==> src/rtl/i2c_temp_read_sequencer.sv <==
// rtl/i2c_temp_read_sequencer.sv - bit-level I2C master sequencer for one TMP101 two-byte temperature read
module i2c_temp_read_sequencer #(
  parameter logic [6:0] SlaveAddress     = 7'b1001001,
  parameter int         ClocksPerQuarter = 500
) (
  input  logic        clock,
  input  logic        Reset,
  input  logic        Go,
  input  logic        SDAIn,
  output logic        SDADriveLow,
  output logic        SCL,
  output logic        Busy,
  output logic        Done,
  output logic        AckError,
  output logic [15:0] Temperature
);

  localparam int            CW       = $clog2(ClocksPerQuarter);
  localparam logic [CW-1:0] CntLast  = CW'(ClocksPerQuarter - 1);
  localparam logic [CW-1:0] CntPre   = CW'(ClocksPerQuarter - 2);
  localparam logic [7:0]    AddrByte = {SlaveAddress, 1'b1};

  typedef enum logic [3:0] {
    IDLE, START, ADDR, ADDR_ACK, READ_MSB, M_ACK, READ_LSB, M_NACK, STOP
  } state_t;

  state_t        state_q, state_d;
  logic [CW-1:0] cnt_q, cnt_d;
  logic [1:0]    quarter_q, quarter_d;
  logic [2:0]    bit_q, bit_d;
  logic [7:0]    shift_q, shift_d;
  logic [7:0]    msb_q, msb_d;
  logic          ack_sample_q, ack_sample_d;
  logic          scl_q, scl_d;
  logic          sda_low_q, sda_low_d;
  logic          busy_q, busy_d;
  logic          done_q, done_d;
  logic          ack_error_q, ack_error_d;
  logic [15:0]   temperature_q, temperature_d;
  logic          tick;

  // Bus levels {SCL, SDADriveLow} for a given state, quarter and bit position.
  function automatic logic [1:0] bus_levels(state_t st, logic [1:0] qtr, logic [2:0] bit_idx);
    logic [1:0] lv;
    case (st)
      START:    lv = {1'b1, qtr[1]};
      ADDR:     lv = {qtr[1], ~AddrByte[3'd7 - bit_idx]};
      ADDR_ACK, READ_MSB, READ_LSB, M_NACK: lv = {qtr[1], 1'b0};
      M_ACK:    lv = {qtr[1], 1'b1};
      STOP:     lv = (qtr == 2'd0) ? 2'b01 : (qtr == 2'd1) ? 2'b11 : 2'b10;
      default:  lv = 2'b10;
    endcase
    return lv;
  endfunction

  // Next-state logic: quarter timing, slot sequencing, SDA sampling and result capture.
  always_comb begin
    state_d       = state_q;
    cnt_d         = cnt_q;
    quarter_d     = quarter_q;
    bit_d         = bit_q;
    shift_d       = shift_q;
    msb_d         = msb_q;
    ack_sample_d  = ack_sample_q;
    busy_d        = busy_q;
    done_d        = 1'b0;
    ack_error_d   = ack_error_q;
    temperature_d = temperature_q;
    tick          = (cnt_q == CntLast);

    if (state_q == IDLE) begin
      cnt_d     = '0;
      quarter_d = 2'd0;
      // A Go landing in the Done cycle is dropped so each Go maps to one transaction.
      if (Go && !done_q) begin
        state_d     = START;
        busy_d      = 1'b1;
        ack_error_d = 1'b0;
        bit_d       = 3'd0;
      end
    end else if (state_q == STOP && quarter_q == 2'd3 && cnt_q == CntPre) begin
      // Done overlaps the final STOP cycle; the bus levels are identical to IDLE there.
      state_d   = IDLE;
      busy_d    = 1'b0;
      done_d    = 1'b1;
      cnt_d     = '0;
      quarter_d = 2'd0;
      if (!ack_error_q) temperature_d = {msb_q, shift_q};
    end else begin
      cnt_d = tick ? '0 : cnt_q + 1'b1;
      if (tick && quarter_q == 2'd2) begin
        if (state_q == READ_MSB || state_q == READ_LSB) shift_d = {shift_q[6:0], SDAIn};
        if (state_q == ADDR_ACK) ack_sample_d = SDAIn;
      end
      if (tick) begin
        quarter_d = quarter_q + 2'd1;
        if (quarter_q == 2'd3) begin
          case (state_q)
            START: begin
              state_d = ADDR;
              bit_d   = 3'd0;
            end
            ADDR: begin
              bit_d = bit_q + 3'd1;
              if (bit_q == 3'd7) state_d = ADDR_ACK;
            end
            ADDR_ACK: begin
              bit_d = 3'd0;
              if (ack_sample_q) begin
                state_d     = STOP;
                ack_error_d = 1'b1;
              end else begin
                state_d = READ_MSB;
              end
            end
            READ_MSB: begin
              bit_d = bit_q + 3'd1;
              if (bit_q == 3'd7) begin
                state_d = M_ACK;
                msb_d   = shift_q;
              end
            end
            M_ACK: begin
              state_d = READ_LSB;
              bit_d   = 3'd0;
            end
            READ_LSB: begin
              bit_d = bit_q + 3'd1;
              if (bit_q == 3'd7) state_d = M_NACK;
            end
            M_NACK:  state_d = STOP;
            default: state_d = state_q;
          endcase
        end
      end
    end

    {scl_d, sda_low_d} = bus_levels(state_d, quarter_d, bit_d);
  end

  // State and registered outputs; reset releases the bus immediately with no STOP.
  always_ff @(posedge clock) begin
    if (Reset) begin
      state_q       <= IDLE;
      cnt_q         <= '0;
      quarter_q     <= 2'd0;
      bit_q         <= 3'd0;
      shift_q       <= 8'h00;
      msb_q         <= 8'h00;
      ack_sample_q  <= 1'b0;
      scl_q         <= 1'b1;
      sda_low_q     <= 1'b0;
      busy_q        <= 1'b0;
      done_q        <= 1'b0;
      ack_error_q   <= 1'b0;
      temperature_q <= 16'h0000;
    end else begin
      state_q       <= state_d;
      cnt_q         <= cnt_d;
      quarter_q     <= quarter_d;
      bit_q         <= bit_d;
      shift_q       <= shift_d;
      msb_q         <= msb_d;
      ack_sample_q  <= ack_sample_d;
      scl_q         <= scl_d;
      sda_low_q     <= sda_low_d;
      busy_q        <= busy_d;
      done_q        <= done_d;
      ack_error_q   <= ack_error_d;
      temperature_q <= temperature_d;
    end
  end

  assign SCL         = scl_q;
  assign SDADriveLow = sda_low_q;
  assign Busy        = busy_q;
  assign Done        = done_q;
  assign AckError    = ack_error_q;
  assign Temperature = temperature_q;

endmodule

==> config.mk <==
export PLATFORM = sky130hd
export DESIGN_NAME = i2c_temp_read_sequencer
export DESIGN_NICKNAME = d
export VERILOG_FILES = /design/src/rtl/i2c_temp_read_sequencer.sv
export SDC_FILE = /design/constraint.sdc
export NUM_CORES = 1
export LEC_CHECK = 0
export CORE_MARGIN = 3
export CORE_UTILIZATION = 55
export CTS_CLUSTER_DIAMETER = 80
export CTS_CLUSTER_SIZE = 25
export DETAILED_ROUTE_END_ITERATION = 6
export MAX_ROUTING_LAYER = met4
export PLACE_DENSITY = 0.79
export SYNTH_ARGS = -nofsm -noshare
export SYNTH_HDL_FRONTEND = slang
export SYNTH_SLANG_ARGS = --single-unit
==> constraint.sdc <==
create_clock -name clock -period 2.51 [get_ports clock]
set_input_delay 0.502 -clock clock [delete_from_list [all_inputs] [get_ports clock]]
set_output_delay 0.502 -clock clock [all_outputs]
set_load 0.03 [all_outputs]
==> reports/results.ini <==
[sta]
max_freq_mhz=447
finalSetupTns_ps=0
finalMaxSlewViolations=0
setup_violations=0
min_period_ps=2240
worst_pin_slew_ps=473
rsz0062_at_grt=false
timing.final.crit_share_pct=89.0
worst_clock_skew_ps=5.49
worst_slack_ps=275
relSlewSlack_pct=68.4
finalHoldViolations=0
whs_ps=467

[pwr]
power_density_mw_per_mm2=532
intPower_mw=1.21
clock_power_share_pct=37.4
p_switching_uw=315
leakage_nw=1.13
irDropWorstVdd_mv=0.337
power_frac_seq_pct=59.0
pwr-share-comb_pct=3.6
p_total_mw=1.52
sw_frac_of_total_pct=20.7

[logic_synthesis]
ys.flop_type=dfxtp_1
ys_types=45
yosysWarnings=0
synth_top_area_cell=dfxtp_1
avgSynthCellArea_um2=9.46
synth-seq-cells=56
yosysSeqAreaShare_pct=45.2
ys_top_cells_by_area=dfxtp_1 45%, mux2i_1 14%, nor2_1 8.6%
synth_edf_count=0
syn_area_mm2=0.00248
synthTopCellsByCount=57 x nor2_1, 56 x dfxtp_1, 35 x mux2i_1
yosysTopAreaCellShare_pct=45.2
async_flop_share_pct=0
yosysMostFrequentCell=nor2_1
netlist_instances=262
syn-num-nets=272

[grt]
overflow=0
grtUsageTotal_pct=19.3
grt_pass1_vias=1740
antenna_found_initial=0
grt_max_degree=48
grt_first_pass_wirelength_mm=7.96

[drt]
dr.pass1.iters=4
top_layer=met4
drtIter0Drc=168
vias_per_cell=5.58
drt-met1-wl_mm=2.29
postRouteAntennaNets=0
wl_mm=4.56
route.detailed.drc=0
wl_met2_mm=2.03
met3_length_um=170
vias=1875
wl_per_cell_um=13.6

[clock_tree]
root_buffer=clkbuf_8
clk_pin_slew_ps=90
cts_buffer_depth=2
ctsHtreeMaxLevel=2
cts-resized-gates=0
cts_tree=done
insertion_delay_ps=300
cts_buffers=5
cts_setup_buffers=0
hold_buffers=0
cts_sinks=56

[die]
fp.dieW_um=73.1
dieArea_mm2=0.00535
die_h_um=73.1
initial_utilization_pct=59.4
num_rows=23
core-area_mm2=0.00417
io-pin-count=25

[worst_setup_path]
cp.required_ps=2730
crit_fanout=12
critPathCaptureType=register
reg2reg_depth=6
reg2reg_to=SDADriveLow$_SDFF_PP0_
worst_setup_path_start_kind=register
r2r_setup_slack_ps=270
timing.rr.start=state_q[0]$_SDFF_PP0_
crit_end=SDADriveLow$_SDFF_PP0_
critPathLaunch=state_q[0]$_SDFF_PP0_
arrival_ps=2450
path_class=reg -> reg

[place]
placed_cells=328
post_dp_cell_area_mm2=0.00276
port_buffers=24
globalplace.congestion=0.893
post-place-ws_ps=85.8
dpl.hpwl_mm=3.21

[layout]
fill_cells=349
multi_input_area_mm2=0.00127
fin_area_mm2=0.00287
layoutNonFillerInstCount=336
regArea_mm2=0.00112
area_growth_pct=15.6
finalNetCount=295
drive_gt1_share_pct=8.04
diodes=0
finish.utilization_pct=68.7

[status]
status=complete, no violations

[job]
cap_viol_max_count=0

[min_path]
worstHoldPathType=reg -> reg

==> area by class of cell <==
class                   count  share of cell area [%]
multi-input cells         186                    44.2
flip-flops and latches     56                    39.1
repair buffers             30                    9.96
clock buffers               6                    2.53
well taps                  50                    2.18
clock inverters             2                    1.22
inverters                   6                   0.786
==> worst min path at each step <==
stage / start / end / slack (ps) / depth (start not counted)
floorplan: cnt_q[0]$_SDFF_PP0_ / cnt_q[0]$_SDFF_PP0_ / 430 / 1
global placement: cnt_q[0]$_SDFF_PP0_ / cnt_q[0]$_SDFF_PP0_ / 440 / 1
detailed placement: cnt_q[0]$_SDFF_PP0_ / cnt_q[0]$_SDFF_PP0_ / 460 / 1
CTS: cnt_q[0]$_SDFF_PP0_ / cnt_q[0]$_SDFF_PP0_ / 480 / 1
global route: cnt_q[0]$_SDFF_PP0_ / cnt_q[0]$_SDFF_PP0_ / 490 / 1
finish: cnt_q[0]$_SDFF_PP0_ / cnt_q[0]$_SDFF_PP0_ / 470 / 1
==> cell usage in the layout (no fill, tap or decap), types with 6 or more instances in the layout <==
| cell type | count |
|---|---|
| nor2_1 | 57 |
| dfxtp_1 | 56 |
| mux2i_1 | 35 |
| clkdlybuf4s50_1 | 24 |
| nand4_1 | 8 |
| xnor2_1 | 8 |
| nand3_1 | 7 |
| nor3_1 | 7 |
| inv_1 | 6 |
| ha_1 | 6 |
| buf_4 | 6 |
==> registers in the layout (all words and copies together) (netlist names), 2 cells and up <==
register / flops
bit_q: 3
state_q: 4
msb_q: 8
cnt_q: 9
quarter_q: 2
Temperature: 16
shift_q: 8
==> critical path: stages (launching register included) <==
cell and delay [ps]:
dfxtp_1 460, nor3_2 390, nand4_1 260, a22oi_2 430, o2111ai_1 180, a31o_2 250
a311oi_1 190
==> power by group through the flow <==
stage	combinational (mW)	sequential, mW	clock [mW]
3_5_place_dp	0.0547	0.920	0
2_1_floorplan	0.0401	0.918	0
5_1_grt	0.0612	0.900	0.625
3_3_place_gp	0.0539	0.919	0
6_report	0.0546	0.899	0.570
4_1_cts	0.0548	0.899	0.584
==> logic make-up (layout without fill, tap and decap cells) <==
| logic type | after synthesis | count (layout) | synth area share (%) |
|---|---|---|---|
| compound gates | 26 | 26 | 8.28 |
| fa+ha+maj | 6 | 6 | 3.03 |
| xor+xnor | 11 | 11 | 3.89 |
| mux | 36 | 36 | 14.6 |
| buf+inv | 20 | 44 | 3.69 |
| flops | 56 | 56 | 45.2 |
| simple gates | 107 | 107 | 21.3 |
==> routing by layer <==
metal	vias up	track usage, %
met5	-	-
met4	0	7.58
met3	9	3.86
met2	40	27.5
met1	867	26.7
li1	959	-
Power figures use the tool's default switching activity.
